### src/rtl/cnn_layer_accel_dispatch_pkg.sv
// Shared types and helpers for the CNN layer accelerator job dispatcher.
// Holds the per-quad and dispatcher state encodings, the width of the
// completed-job counter and a pointer-width helper used to size the
// round-robin and FIFO pointers.
package cnn_layer_accel_dispatch_pkg;

    typedef enum logic [1:0] {
        Q_IDLE  = 2'd0,
        Q_START = 2'd1,
        Q_RUN   = 2'd2,
        Q_ACK   = 2'd3
    } quad_state_t;

    typedef enum logic [1:0] {
        D_IDLE  = 2'd0,
        D_ISSUE = 2'd1,
        D_WAIT  = 2'd2
    } disp_state_t;

    localparam int JOBS_DONE_W = 32;

    // Index width for n entries; never narrower than one bit.
    function automatic int ptr_width(input int n);
        return (n <= 2) ? 1 : $clog2(n);
    endfunction

endpackage

### src/rtl/cnn_layer_accel_rr_arb.sv
// Combinational round-robin picker.
// Grants the first asserted request at or after ptr, searching cyclically.
// Ports:
//   req       C_N-bit request vector
//   ptr       search start index (must be < C_N)
//   gnt       one-hot grant (zero when nothing requests)
//   gnt_idx   index of the granted request
//   gnt_valid 1 when any request was granted
module cnn_layer_accel_rr_arb
    import cnn_layer_accel_dispatch_pkg::*;
#(
    parameter int C_N = 4,
    localparam int PW = ptr_width(C_N)
) (
    input  logic [C_N-1:0] req,
    input  logic [PW-1:0]  ptr,
    output logic [C_N-1:0] gnt,
    output logic [PW-1:0]  gnt_idx,
    output logic           gnt_valid
);

    logic [PW-1:0] cand;

    // Walk the requests starting at ptr; the first hit wins.
    always_comb begin
        gnt       = '0;
        gnt_idx   = '0;
        gnt_valid = 1'b0;
        cand      = '0;
        for (int i = 0; i < C_N; i++) begin
            cand = PW'((int'(ptr) + i) % C_N);
            if (!gnt_valid && req[cand]) begin
                gnt_valid = 1'b1;
                gnt[cand] = 1'b1;
                gnt_idx   = cand;
            end
        end
    end

endmodule

### src/rtl/cnn_layer_accel_job_dispatch.sv
// Job dispatcher for C_NUM_QUADS CNN layer quads.
// Buffers host job words in a FIFO and hands each one to the next idle quad
// in round-robin order, or to every quad at once for broadcast jobs. Runs the
// per-quad start/accept and complete/ack handshakes and arbitrates the shared
// fetch path among running quads.
// Ports:
//   clk_if, rst                 clock, synchronous active-high reset
//   job_in_valid/ready/data/bcast   host job input (ready = FIFO not full)
//   job_start/job_accept        per-quad start handshake
//   job_parameters              FIFO head while a start is pending
//   job_fetch_request/ack/complete  shared fetch path arbitration
//   job_complete/job_complete_ack   per-quad completion handshake
//   quad_busy, jobs_done, idle  status
module cnn_layer_accel_job_dispatch
    import cnn_layer_accel_dispatch_pkg::*;
#(
    parameter int C_NUM_QUADS   = 4,
    parameter int C_JOB_WIDTH   = 128,
    parameter int C_QUEUE_DEPTH = 8
) (
    input  logic                   clk_if,
    input  logic                   rst,
    input  logic                   job_in_valid,
    output logic                   job_in_ready,
    input  logic [C_JOB_WIDTH-1:0] job_in_data,
    input  logic                   job_in_bcast,
    output logic [C_NUM_QUADS-1:0] job_start,
    input  logic [C_NUM_QUADS-1:0] job_accept,
    output logic [C_JOB_WIDTH-1:0] job_parameters,
    input  logic [C_NUM_QUADS-1:0] job_fetch_request,
    output logic [C_NUM_QUADS-1:0] job_fetch_ack,
    input  logic [C_NUM_QUADS-1:0] job_fetch_complete,
    input  logic [C_NUM_QUADS-1:0] job_complete,
    output logic [C_NUM_QUADS-1:0] job_complete_ack,
    output logic [C_NUM_QUADS-1:0] quad_busy,
    output logic [JOBS_DONE_W-1:0] jobs_done,
    output logic                   idle
);

    localparam int QPW = ptr_width(C_NUM_QUADS);
    localparam int AW  = ptr_width(C_QUEUE_DEPTH);
    localparam int CW  = AW + 1;

    function automatic logic [QPW-1:0] wrap_inc(input logic [QPW-1:0] v);
        return (v == QPW'(C_NUM_QUADS - 1)) ? '0 : v + QPW'(1);
    endfunction

    // FIFO
    logic [C_JOB_WIDTH-1:0] fifo_data  [C_QUEUE_DEPTH];
    logic                   fifo_bcast [C_QUEUE_DEPTH];
    logic [AW-1:0]          wr_ptr, rd_ptr;
    logic [CW-1:0]          count, count_next;
    logic                   push, pop, head_ok, head_bcast;
    logic [C_JOB_WIDTH-1:0] head_data;

    // Quads
    quad_state_t            q_state [C_NUM_QUADS];
    quad_state_t            q_next  [C_NUM_QUADS];
    logic [C_NUM_QUADS-1:0] idle_mask, start_mask, stay_run, next_idle_mask;
    logic [C_NUM_QUADS-1:0] start_d, cack_d, busy_d, select;
    logic [JOBS_DONE_W-1:0] done_inc;

    // Dispatcher
    disp_state_t            disp_state, disp_next;
    logic [QPW-1:0]         rr_ptr, issue_idx, tgt_idx;
    logic [C_NUM_QUADS-1:0] tgt_gnt;
    logic                   tgt_valid, issue_ok, all_idle;

    // Fetch arbiter
    logic                   owner_valid, owner_release, can_grant;
    logic [QPW-1:0]         owner_idx, fetch_ptr, fetch_arb_ptr, fgnt_idx;
    logic [C_NUM_QUADS-1:0] owner_mask, fetch_req, fgnt;
    logic                   fgnt_valid;

    assign push         = job_in_valid && job_in_ready;
    assign job_in_ready = (count != CW'(C_QUEUE_DEPTH));
    assign head_ok      = (count != '0);
    assign head_bcast   = fifo_bcast[rd_ptr];
    assign head_data    = fifo_data[rd_ptr];
    assign count_next   = count + CW'(push) - CW'(pop);

    // FIFO storage; contents need no reset since count gates every read.
    always_ff @(posedge clk_if) begin
        if (push) begin
            fifo_data[wr_ptr]  <= job_in_data;
            fifo_bcast[wr_ptr] <= job_in_bcast;
        end
    end

    // FIFO pointers and occupancy; depth is a power of two so pointers wrap.
    always_ff @(posedge clk_if) begin
        if (rst) begin
            wr_ptr <= '0;
            rd_ptr <= '0;
            count  <= '0;
        end else begin
            if (push) wr_ptr <= wr_ptr + AW'(1);
            if (pop)  rd_ptr <= rd_ptr + AW'(1);
            count <= count_next;
        end
    end

    // Per-quad status derived from the current state.
    always_comb begin
        idle_mask  = '0;
        start_mask = '0;
        for (int i = 0; i < C_NUM_QUADS; i++) begin
            idle_mask[i]  = (q_state[i] == Q_IDLE);
            start_mask[i] = (q_state[i] == Q_START);
        end
    end

    assign all_idle = &idle_mask;

    // Dispatch target: first idle quad at or after rr_ptr.
    cnn_layer_accel_rr_arb #(.C_N(C_NUM_QUADS)) u_disp_arb (
        .req       (idle_mask),
        .ptr       (rr_ptr),
        .gnt       (tgt_gnt),
        .gnt_idx   (tgt_idx),
        .gnt_valid (tgt_valid)
    );

    // Dispatcher state register plus the job_parameters/rr_ptr bookkeeping.
    always_ff @(posedge clk_if) begin
        if (rst) begin
            disp_state     <= D_IDLE;
            rr_ptr         <= '0;
            issue_idx      <= '0;
            job_parameters <= '0;
        end else begin
            disp_state <= disp_next;
            if (issue_ok) begin
                issue_idx      <= tgt_idx;
                job_parameters <= head_data;
            end
            if (pop && !head_bcast) rr_ptr <= wrap_inc(issue_idx);
        end
    end

    // Dispatcher next state. Issue straight from D_IDLE so a freshly pushed
    // job reaches job_start two cycles after the push.
    always_comb begin
        disp_next = disp_state;
        case (disp_state)
            D_IDLE, D_ISSUE: begin
                if (issue_ok)     disp_next = D_WAIT;
                else if (head_ok) disp_next = D_ISSUE;
                else              disp_next = D_IDLE;
            end
            D_WAIT: begin
                if (pop) disp_next = (count > CW'(1)) ? D_ISSUE : D_IDLE;
            end
            default: disp_next = D_IDLE;
        endcase
    end

    // Dispatcher outputs. Only quads selected for the head job sit in Q_START,
    // so the job is fully accepted once no Q_START quad is left unaccepted.
    always_comb begin
        issue_ok = 1'b0;
        select   = '0;
        pop      = 1'b0;
        case (disp_state)
            D_IDLE, D_ISSUE: begin
                if (head_ok && (head_bcast ? all_idle : tgt_valid)) begin
                    issue_ok = 1'b1;
                    select   = head_bcast ? '1 : tgt_gnt;
                end
            end
            D_WAIT: pop = ((start_mask & ~job_accept) == '0);
            default: ;
        endcase
    end

    // Quad state registers and their registered handshake outputs.
    always_ff @(posedge clk_if) begin
        if (rst) begin
            for (int i = 0; i < C_NUM_QUADS; i++) q_state[i] <= Q_IDLE;
            job_start        <= '0;
            job_complete_ack <= '0;
            quad_busy        <= '0;
            jobs_done        <= '0;
            idle             <= 1'b1;
        end else begin
            for (int i = 0; i < C_NUM_QUADS; i++) q_state[i] <= q_next[i];
            job_start        <= start_d;
            job_complete_ack <= cack_d;
            quad_busy        <= busy_d;
            jobs_done        <= jobs_done + done_inc;
            idle             <= (count_next == '0) && (&next_idle_mask);
        end
    end

    // Quad next state; stray accepts and completes fall through unchanged.
    always_comb begin
        for (int i = 0; i < C_NUM_QUADS; i++) begin
            q_next[i] = q_state[i];
            case (q_state[i])
                Q_IDLE:  if (select[i])       q_next[i] = Q_START;
                Q_START: if (job_accept[i])   q_next[i] = Q_RUN;
                Q_RUN:   if (job_complete[i]) q_next[i] = Q_ACK;
                Q_ACK:                        q_next[i] = Q_IDLE;
            endcase
        end
    end

    // Next values of the registered quad outputs.
    always_comb begin
        start_d        = '0;
        cack_d         = '0;
        busy_d         = '0;
        next_idle_mask = '0;
        stay_run       = '0;
        done_inc       = '0;
        for (int i = 0; i < C_NUM_QUADS; i++) begin
            start_d[i]        = (q_next[i] == Q_START);
            cack_d[i]         = (q_next[i] == Q_ACK);
            busy_d[i]         = (q_next[i] != Q_IDLE);
            next_idle_mask[i] = (q_next[i] == Q_IDLE);
            stay_run[i]       = (q_state[i] == Q_RUN) && (q_next[i] == Q_RUN);
            if (q_state[i] == Q_RUN && job_complete[i])
                done_inc = done_inc + JOBS_DONE_W'(1);
        end
    end

    // Fetch ownership ends on fetch complete or when the owner leaves Q_RUN.
    // On release the search restarts just past the old owner in the same
    // cycle, so the next requester is granted without a dead cycle.
    always_comb begin
        owner_mask    = owner_valid ? (C_NUM_QUADS'(1) << owner_idx) : '0;
        owner_release = owner_valid &&
                        (job_fetch_complete[owner_idx] || !stay_run[owner_idx]);
        can_grant     = !owner_valid || owner_release;
        fetch_req     = job_fetch_request & stay_run & ~owner_mask;
        fetch_arb_ptr = owner_release ? wrap_inc(owner_idx) : fetch_ptr;
    end

    cnn_layer_accel_rr_arb #(.C_N(C_NUM_QUADS)) u_fetch_arb (
        .req       (fetch_req),
        .ptr       (fetch_arb_ptr),
        .gnt       (fgnt),
        .gnt_idx   (fgnt_idx),
        .gnt_valid (fgnt_valid)
    );

    // Fetch owner register and registered grant.
    always_ff @(posedge clk_if) begin
        if (rst) begin
            owner_valid   <= 1'b0;
            owner_idx     <= '0;
            fetch_ptr     <= '0;
            job_fetch_ack <= '0;
        end else begin
            if (owner_release) fetch_ptr <= wrap_inc(owner_idx);
            if (can_grant && fgnt_valid) begin
                owner_valid   <= 1'b1;
                owner_idx     <= fgnt_idx;
                job_fetch_ack <= fgnt;
            end else if (owner_release) begin
                owner_valid   <= 1'b0;
                job_fetch_ack <= '0;
            end
        end
    end

endmodule

### config.mk
export PLATFORM = sky130hd
export DESIGN_NAME = cnn_layer_accel_job_dispatch
export DESIGN_NICKNAME = d
export VERILOG_FILES = /design/src/rtl/cnn_layer_accel_dispatch_pkg.sv /design/src/rtl/cnn_layer_accel_rr_arb.sv /design/src/rtl/cnn_layer_accel_job_dispatch.sv
export SDC_FILE = /design/constraint.sdc
export NUM_CORES = 1
export LEC_CHECK = 0
export ABC_CLOCK_PERIOD_IN_PS = 11400
export CAP_MARGIN = 10
export CORE_MARGIN = 1
export CORE_UTILIZATION = 53
export DETAILED_ROUTE_END_ITERATION = 6
export GPL_TIMING_DRIVEN = 0
export HOLD_SLACK_MARGIN = 0.15
export PLACE_DENSITY = 0.76
export SLEW_MARGIN = 20
export SYNTH_ARGS = -nofsm -noshare
export SYNTH_HDL_FRONTEND = slang
export SYNTH_SLANG_ARGS = --single-unit
### constraint.sdc
create_clock -name clk_if -period 11.4 [get_ports clk_if]
set_clock_uncertainty 0.15 [all_clocks]
set_input_delay 2.28 -clock clk_if [delete_from_list [all_inputs] [get_ports clk_if]]
set_output_delay 2.28 -clock clk_if [all_outputs]
set_load 0.01 [all_outputs]
; ---- Word-level counts from Yosys, hierarchy flattened
; Memories as Yosys holds them, arrays and structs flattened. A register that Yosys moved wholly into a read port is not among the register bits.
; Index checks and enable logic that the tools add are counted.
[totals]
regBits = 70
ram_bits = 1040
out_inout_bits = 178
memories = 3
[op_classes]
n_addsub = 16
n_lt_le_gt_ge = 18
eq_ne = 30
shift = 1
mux = 111
bitwise = 15
n_reduce_logical = 59
[mem_list]
columns = name, depth, width, rd, rd_ports_with_merged_regs, write_ports, line
row1 = fifo_data, 8, 128, 1, 1, 1, cnn_layer_accel_job_dispatch.sv:49  ; logic [C_JOB_WIDTH-1:0] fifo_data [C_QUEUE_DEPTH];
row2 = fifo_bcast, 8, 1, 1, 1, 1, cnn_layer_accel_job_dispatch.sv:50  ; logic fifo_bcast [C_QUEUE_DEPTH];
row3 = q_state, 4, 2, 4, 0, 4, cnn_layer_accel_job_dispatch.sv:57  ; quad_state_t q_state [C_NUM_QUADS];
[ops]
columns = cell, count
row1 = 32-bit by 1-bit adder with 32-bit output (second input constant), 3
row2 = 32-bit two-way mux, 3
row3 = 2-bit two-way mux, 29
row4 = 4-bit two-way mux, 14
row5 = 1-bit two-way mux, 40
row6 = 2-bit equality test (second input constant), 19
row7 = 32-bit adder, 1
row8 = 2-bit case mux with 4 select lines, 4
row9 = 1-bit logical AND, 28
row10 = 2-bit by 3-bit less-than comparator with 1-bit output (second input constant), 9
row11 = 4-bit bitwise OR, 6
row12 = 1-bit binary-select mux with 2-bit select, 10
row13 = 2-bit by 1-bit equality test with 1-bit output (second input constant), 9
row14 = 2-bit zero test, 9
row15 = 1-bit demux with 2-bit select, 8
row16 = 2-bit by 1-bit greater-or-equal comparator with 1-bit output (second input constant), 8
row17 = 4-bit bitwise AND, 3
row18 = 2-bit nonzero test, 5
row19 = 1-bit zero test, 9
row20 = 2-bit by 1-bit adder with 2-bit output (second input constant), 4
row21 = 2-bit adder (second input constant), 4
row22 = 4-bit zero test, 2
row23 = 4-bit inverter, 2
row24 = 4-bit AND reduction, 2
row25 = other kinds (13), 19

; ---- Depth between registers and ports, before layout
; Gate-level depths: netlist of run 1.
; An unclocked memory read counts as a cell.
[logic_depth]
ltp_word = 42
ltp_mapped = 19
mapped_depth_nobuf = 19

; ---- By module
; From an unflattened synthesis of run 1, not the netlist that was laid out.
[unflattened]
hier_cells = 2484
area_unflattened_um2 = 47730.8
[by_module_without_submodules]
columns = module, instances, cells_per_inst, area_per_inst_um2
row1 = cnn_layer_accel_job_dispatch, 1, 2394, 46887.5
row2 = cnn_layer_accel_rr_arb, 2, 45, 421.7

; ---- Least setup slack after synthesis of run 1
; Ideal clock, no wire load.
[synth_timing]
kind = input-to-reg
startpoint = input job_in_valid
endpoint = memory fifo_bcast[0], enable pin
arrival_ps = 11392
required_ps = 10475
slack_ps = -917
stages = 3
path_buffers = 0
cell_sequence = nand2_1 > or2_2 > nor3_1
[synth_via]
elab_chain_len = 3
[synth_lines]
columns = item, line
row1 = start: declaration, cnn_layer_accel_job_dispatch.sv:23  ; input logic job_in_valid,
row2 = 1-bit logical AND, cnn_layer_accel_job_dispatch.sv:75  ; assign push = job_in_valid && job_in_ready;
row3 = 1-bit two-way mux, cnn_layer_accel_job_dispatch.sv:84  ; if (push) begin
row4 = 1-bit two-way mux (not written as such), cnn_layer_accel_job_dispatch.sv:86  ; fifo_bcast[wr_ptr] <= job_in_bcast;
row5 = end: declaration, cnn_layer_accel_job_dispatch.sv:50
; No other way between the ends.

; ---- Worst setup path after layout of run 1
[layout_timing]
startpoint = input job_complete[1]
endpoint = register jobs_done[23]
[layout_via]
elab_chain_len = 7
[layout_lines]
columns = item, line
row1 = start: declaration, cnn_layer_accel_job_dispatch.sv:33  ; input logic [C_NUM_QUADS-1:0] job_complete,
row2 = 1-bit logical AND *, cnn_layer_accel_job_dispatch.sv:222  ; if (q_state[i] == Q_RUN && job_complete[i])
row3 = 32-bit two-way mux *, cnn_layer_accel_job_dispatch.sv:222
row4 = 32-bit by 1-bit adder with 32-bit output, cnn_layer_accel_job_dispatch.sv:223  ; done_inc = done_inc + JOBS_DONE_W'(1);
row5 = 32-bit two-way mux *, cnn_layer_accel_job_dispatch.sv:222
row6 = 32-bit by 1-bit adder with 32-bit output, cnn_layer_accel_job_dispatch.sv:223
row7 = 32-bit two-way mux *, cnn_layer_accel_job_dispatch.sv:222
row8 = 32-bit adder *, cnn_layer_accel_job_dispatch.sv:190  ; jobs_done <= jobs_done + done_inc;
row9 = end signal: assignment, cnn_layer_accel_job_dispatch.sv:190
row10 = end: declaration, cnn_layer_accel_job_dispatch.sv:36  ; output logic [JOBS_DONE_W-1:0] jobs_done,
; Mark *: on every way between the ends. The rest lies on a longest branch, timed or not.
; A chain may end at the register's enable or synchronous reset.

==> metrics.csv, run 1 <==
metric,value,unit
status,"complete, no violations",
main combinational cell family by area after synthesis,multiplexers,
unrepaired setup endpoints after global routing,false,
area delta synth->final,21.43,%
Max-slew headroom,22.37,%
number of DRC markers in iteration 0,2545,
vias,25430,
clock sink count,1241,
Worst IR Drop VDD,0.1398,mV
Clock power frac,30.5,%
DR WL/cell,25.93,um
number of max-cap violations,0,
post-layout min period,5.746,ns
DP HPWL,72200,um
layout cells sized above 1,17.99,%
TritonCTS clock tree,done,
crit share post-route,50.40,%
NetSw,0.003558,W
# IOs,326,
CP Capture Type,flop,
"top cells by area, synth","edfxtp_1 66%, mux4_2 12%, dfxtp_1 8.9%",
Rows,108,
DRT Wirelength,110400,um
total congestion overflow,0,
Synth area leader,edfxtp_1,
crit path DAT,6.16,ns
slowest cell delay on critical path,0.51,ns
PortBufs,324,
nets,3168,
Max Clk Rate,174.0,MHz
Placer Congestion,0.9026,
Synth Area in Simple Gates,3.640,%
fin worst setup slack,5.654,ns
class of the tightest hold or removal check,flop to flop,
PD cells,217.4,nW/um^2
DIE AREA,90100,um^2
post-synthesis sequential area ratio,74.65,%
Antenna Nets Post-Route,0,
CTS H-tree lvls,3,
CP Data Required Time,11.81,ns
pre-CTS setup slack,5.036,ns
First-pass DRT Iterations,6,
final core occ,65.45,%
Fill cells,5652,
Die Wd,300.2,um
Gate power share,25.2,%
crit path max-delay cell type,clkdlybuf4s50_1,
Post-CTS Resized,0,
initial antenna violation count,14,
Async SR Flop Fraction,0,%
Pint,0.008883,W
Sw Share,28.60,%
Final Hold Viols,0,
Synth top area share,65.77,%
CTS buffer count,120,
Netlist cell types,61,
"Slew Viols, Final",0,
Synth Register Bits,1241,
dpl cell area,53400,um^2
hold_ws,0.3451,ns
first-pass GRT wire length,164300,um
XOR/XNOR Fraction of Synth Area,0.6320,%
synthesized area,47120,um^2
Clock Path Buffers,3,
syn_area_per_cell,19.12,um^2
Starting Density,53.90,%
core area,87430,um^2
LEAKAGE,18.19,nW
Synth Area in Adders,1.014,%
CP most frequent cell,ha_1,
pin count of the biggest net entering global routing,20,
Via density,5.975,
most used flip-flop cell after synthesis,edfxtp_1,
clock slew at reported path FFs,0.06,ns
mux cell area share after synthesis,15.30,%
"Net Count, Synth",2650,
Worst Path Max Fanout,7,
chip height,300.2,um
worst-path cell chain,clkdlybuf4s50_1 -> nand2_1 -> ha_1 -> xnor2_1 -> ha_1 -> mux2_2 -> ha_1 -> a21o_1 -> a21oi_1 -> nor2b_1 -> o21ai_0 -> nor2_1 -> and3_1 -> nand2_1 -> xor2_1 -> nor2_1,
sequential share of power,44.3,%
Syn Inst Count,2465,
Commonest cells post-synth,"1032 x edfxtp_1, 260 x mux4_2, 209 x dfxtp_1, 202 x nor2_1, 132 x mux2i_1",
yosys warns,0,
GRT Overall Usage,24.74,%
compound-cell area share of the yosys netlist,3.412,%
hold_buf cts,0,
setup violators final,0,
DR DRC count,0,
setup bufs post-CTS,0,
Post-synth EDFFs,1032,
fin area,57220,um^2
Setup Crit Path Kind,primary input to flop,
vias in the first global route,25940,
Root Buffer,clkbuf_16,
most common cell in the synthesized netlist,edfxtp_1,
Slew @ Worst Pin,1.164,ns
clk_lat worst skew,0.69,ns
Worst Setup Start Kind,primary input,
==> power groups by stage <==
| stage | clock (W) | sequential, W | combinational, W |
|---|---|---|---|
| after detailed placement | 0 | 0.00560 | 0.00314 |
| after floorplan | 0 | 0.00565 | 0.00180 |
| after CTS | 0.00385 | 0.00551 | 0.00316 |
| after global routing | 0.00403 | 0.00554 | 0.00337 |
| after global placement | 0 | 0.00565 | 0.00295 |
| final | 0.00380 | 0.00551 | 0.00314 |
==> cells in the final DEF (no fill, tap or decap), types with 32 or more instances in the layout <==
cell type,n
edfxtp_1,1032
clkdlybuf4s50_1,324
mux4_2,260
dfxtp_1,209
nor2_1,196
mux2i_1,132
a211oi_1,130
clkbuf_1,127
clkbuf_16,122
nand2_1,38
ha_1,35
a21oi_1,32
==> sequential cells by signal, indices dropped and copies added, names as in the netlist, 3 cells and up, named ones only <==
signal,count
fifo_bcast,8
job_complete_ack,4
fifo_data,1024
job_start,4
count,4
rd_ptr,3
job_fetch_ack,4
wr_ptr,3
job_parameters,128
jobs_done,32
q_state,8
quad_busy,4
==> cell type report <==
type | instances | area [um^2] | area share [%]
timing repair buffer | 396 | 4765 | 8.327
tap | 1155 | 1445 | 2.526
multi-input combinational | 1063 | 11380 | 19.89
clock inverter | 52 | 405.4 | 0.7085
clock buffer | 178 | 3383 | 5.913
antenna | 10 | 25.02 | 0.04373
inverter | 31 | 118.9 | 0.2077
buffer | 130 | 523.0 | 0.9140
sequential | 1241 | 35170 | 61.47
==> worst paths after layout <==
| path | startpoint | endpoint | slack (ns) | cells after the start |
|---|---|---|---|---|
| worst max register to register | flop | job_parameters[108] | 7.08 | 8 |
| worst min-delay path | issue_idx[1] | issue_idx[1] | 0.35 | 2 |
| worst min register to register | issue_idx[1] | issue_idx[1] | 0.35 | 2 |
| worst max-delay path | job_complete[1] | jobs_done[23] | 5.65 | 16 |
==> cell families after synthesis <==
logic type / count (synthesis)
adders and majority gates: 37
and+or+nand+nor: 367
DFF: 1241
other: 1
buffers and inverters: 161
muxes: 395
xor gates and xnor gates: 34
AOI/OAI and AO/OA: 229
==> stage by stage <==
stage | setup TNS [ns] | instances | power, W
after floorplan | 0 | 2465 | 0.007454
after global placement | -3661.29 | 3944 | 0.008601
after detailed placement | 0 | 4016 | 0.008733
after CTS | 0 | 4246 | 0.01252
after global routing | 0 | 4251 | 0.01294
final | 0 | 4256 | 0.01244
==> critical path: cells and delay by family <==
family	cells	cell delay [ns]
AOI/OAI and AO/OA	3	0.85
xor gates and xnor gates	2	0.43
adders and majority gates	3	0.89
buffers and inverters	1	0.51
muxes	1	0.29
and+or+nand+nor	6	0.90
==> per-layer routing <==
metal  routed length, um  vias up  track usage, %
li1                    -    10990               -
met1               43070    13160           33.15
met2               55580     1067           41.05
met3                8869      191           4.776
met4                2749       16           8.115
met5                 105        -               0
Power figures use the tool's default switching activity.
==> run 2: changes to the inputs <==
--- a/config.mk
+++ b/config.mk
@@ -5,14 +5,14 @@
 export SDC_FILE = /design/constraint.sdc
 export NUM_CORES = 1
 export LEC_CHECK = 0
-export ABC_CLOCK_PERIOD_IN_PS = 11400
+export ABC_CLOCK_PERIOD_IN_PS = 5700
 export CAP_MARGIN = 10
 export CORE_MARGIN = 1
-export CORE_UTILIZATION = 53
+export CORE_UTILIZATION = 55
 export DETAILED_ROUTE_END_ITERATION = 6
 export GPL_TIMING_DRIVEN = 0
 export HOLD_SLACK_MARGIN = 0.15
-export PLACE_DENSITY = 0.76
+export PLACE_DENSITY = 0.75
 export SLEW_MARGIN = 20
 export SYNTH_ARGS = -nofsm -noshare
 export SYNTH_HDL_FRONTEND = slang
==> constraint.sdc (replaced) <==
create_clock -name clk_if -period 5.7 [get_ports clk_if]
set_clock_uncertainty 0.15 [all_clocks]
set_input_delay 1.14 -clock clk_if [delete_from_list [all_inputs] [get_ports clk_if]]
set_output_delay 1.14 -clock clk_if [all_outputs]
set_load 0.01 [all_outputs]
==> run 2 against run 1 <==
Net effect: final cell count is 0.73% lower; total power up 100%; flip-flop and latch count stayed put; clock power rose by 110%; first-iteration DRC count fell by 7.3%; critical endpoint is now jobs_done[21].
==> metrics.csv, run 2 (synthesis results as in run 1) <==
metric,value,unit,change
status,"complete, no violations",,
CTS H-tree lvls,3,,unchanged
LEAKAGE,18.27,nW,+0.42%
setup violators final,0,,unchanged
vias in the first global route,26410,,+1.8%
class of the tightest hold or removal check,flop to flop,,
PortBufs,324,,unchanged
CTS buffer count,117,,-2.5%
# IOs,326,,unchanged
DR WL/cell,26.15,um,+0.84%
Final Hold Viols,0,,unchanged
First-pass DRT Iterations,6,,unchanged
core area,84220,um^2,-3.7%
Biggest register,fifo_data,,
DP HPWL,72050,um,-0.21%
hold_buf cts,0,,unchanged
number of DRC markers in iteration 0,2358,,-7.3%
DIE AREA,86850,um^2,-3.6%
CP most frequent cell,ha_1,,
unrepaired setup endpoints after global routing,false,,
R2R Setup Slk,1.44,ns,-5.64 ns
GRT Overall Usage,25.78,%,+1.0 points
Slew @ Worst Pin,1.119,ns,-0.04516 ns
PD cells,437.3,nW/um^2,+100%
Placer Congestion,0.8681,,-3.8%
Max-slew headroom,25.38,%,+3.0 points
pin count of the biggest net entering global routing,22,,+10%
chip height,294.7,um,-1.8%
Clock Path Buffers,3,,unchanged
clock slew at reported path FFs,0.06,ns,about the same
setup bufs post-CTS,0,,unchanged
Antenna Nets Post-Route,0,,unchanged
CP Data Required Time,6.10,ns,-5.71 ns
first-pass GRT wire length,164700,um,+0.28%
DR DRC count,0,,unchanged
number of max-cap violations,0,,unchanged
Worst Path Max Fanout,7,,unchanged
Tot Pwr,0.02505,W,+100%
worst hold path depth,2,,unchanged
Rows,106,,-1.9%
crit path max-delay cell type,clkdlybuf4s50_1,,
Max Clk Rate,218.1,MHz,
Via density,5.998,,+0.38%
Worst IR Drop VDD,0.3020,mV,+120%
vias,25340,,-0.35%
total congestion overflow,0,,unchanged
"commonest non-fill, non-tap cell in the layout",edfxtp_1,,
Root Buffer,clkbuf_16,,
nets,3164,,-0.13%
TritonCTS clock tree,done,,
max FFs per register,1024,,unchanged
dpl cell area,53350,um^2,about the same
Starting Density,55.95,%,+2.1 points
clock sink count,1241,,unchanged
crit path DAT,4.98,ns,-1.18 ns
initial antenna violation count,17,,+3
layout cells sized above 1,18.31,%,+0.32 points
worst r2r path cells,16,,+8
Post-CTS Resized,0,,unchanged
area delta synth->final,21.57,%,
post-layout min period,4.585,ns,
slowest cell delay on critical path,0.54,ns,+0.03 ns
Worst Setup Start Kind,primary input,,
"Slew Viols, Final",0,,unchanged
fin area,57290,um^2,+0.12%
Setup Crit Path Kind,primary input to flop,,
Top Registers,"fifo_data (1024), job_parameters (128), jobs_done (32)",,
most frequent cells in the layout,"1032 x edfxtp_1, 324 x clkdlybuf4s50_1, 260 x mux4_2",,
clk_lat worst skew,0.68,ns,about the same
crit share post-route,80.44,%,
CP Capture Type,flop,,
worst-path cell chain,clkdlybuf4s50_1 -> nand2_1 -> ha_1 -> xnor2_1 -> ha_1 -> mux2_2 -> ha_1 -> a21o_1 -> a21oi_1 -> nor2b_1 -> o21ai_0 -> nor2_1 -> and3_1 -> nand3_1 -> xor2_1 -> nor2_1,,
Die Wd,294.7,um,-1.8%
DRT Wirelength,110500,um,+0.11%
run 2: cell count changes in the layout (fill, tap and decap cells not counted), moves of 3 or more:
cell	change
clkbuf_1	-19
bufinv_16	+4
buf_12	-4
buf_6	+4
clkinv_2	+4
buf_8	-4
buf_16	+3
clkinvlp_4	-3
run 2: final cells by class:
class / count / area (um^2)
clock buffer: 164 / 3349
multi-input combinational: 1063 / 11380
tap: 1134 / 1419
buffer: 130 / 523.0
clock inverter: 57 / 544.3
timing repair buffer: 395 / 4752
fill: 5245 / 26930
sequential: 1241 / 35170
antenna: 10 / 25.02
inverter: 31 / 118.9
run 2: critical path, delay by kind of cell:
kind                       cells  cell delay [ns]
and+or+nand+nor                6             0.93
AOI/OAI and AO/OA              3             0.80
muxes                          1             0.30
adders and majority gates      3             0.86
buffers and inverters          1             0.54
xor gates and xnor gates       2             0.40
run 2: stage by stage:
step	utilization [%]	instances	TNS (ns)	hold slack, ns	setup WS [ns]
6_report	68.02	4225	0	0.3397	1.115
3_5_place_dp	63.35	3993	0	0.3307	0.4765
5_1_grt	68.00	4219	0	0.3706	0.8934
3_3_place_gp	61.50	3923	-8158.44	0.3164	-8.449
2_1_floorplan	-	2465	-1807.01	0.3033	-2.006
4_1_cts	67.98	4214	0	0.3391	1.171
run 2: path summary, 6_finish.rpt:
path | endpoint | from
setup / recovery | jobs_done[21] | job_complete[0]
hold / removal | issue_idx[1] | issue_idx[1]
setup reg to reg | jobs_done[21] | q_state[1][1]
hold reg to reg | issue_idx[1] | issue_idx[1]
run 2: layer usage:
layer / vias up / GRT usage, % / share of wire [%]
met5: - / 0 / 0.12
met3: 192 / 4.728 / 7.6
met4: 20 / 8.473 / 2.4
met1: 13130 / 33.92 / 39
met2: 1030 / 43.56 / 51
li1: 10970 / - / -
run 2: where the power goes:
group          switching, W  internal, W  leakage [nW]
Clock               0.00333      0.00447          1.92
Sequential         0.000368       0.0106          11.1
Combinational       0.00341      0.00284          5.27
Total               0.00711       0.0179          18.3
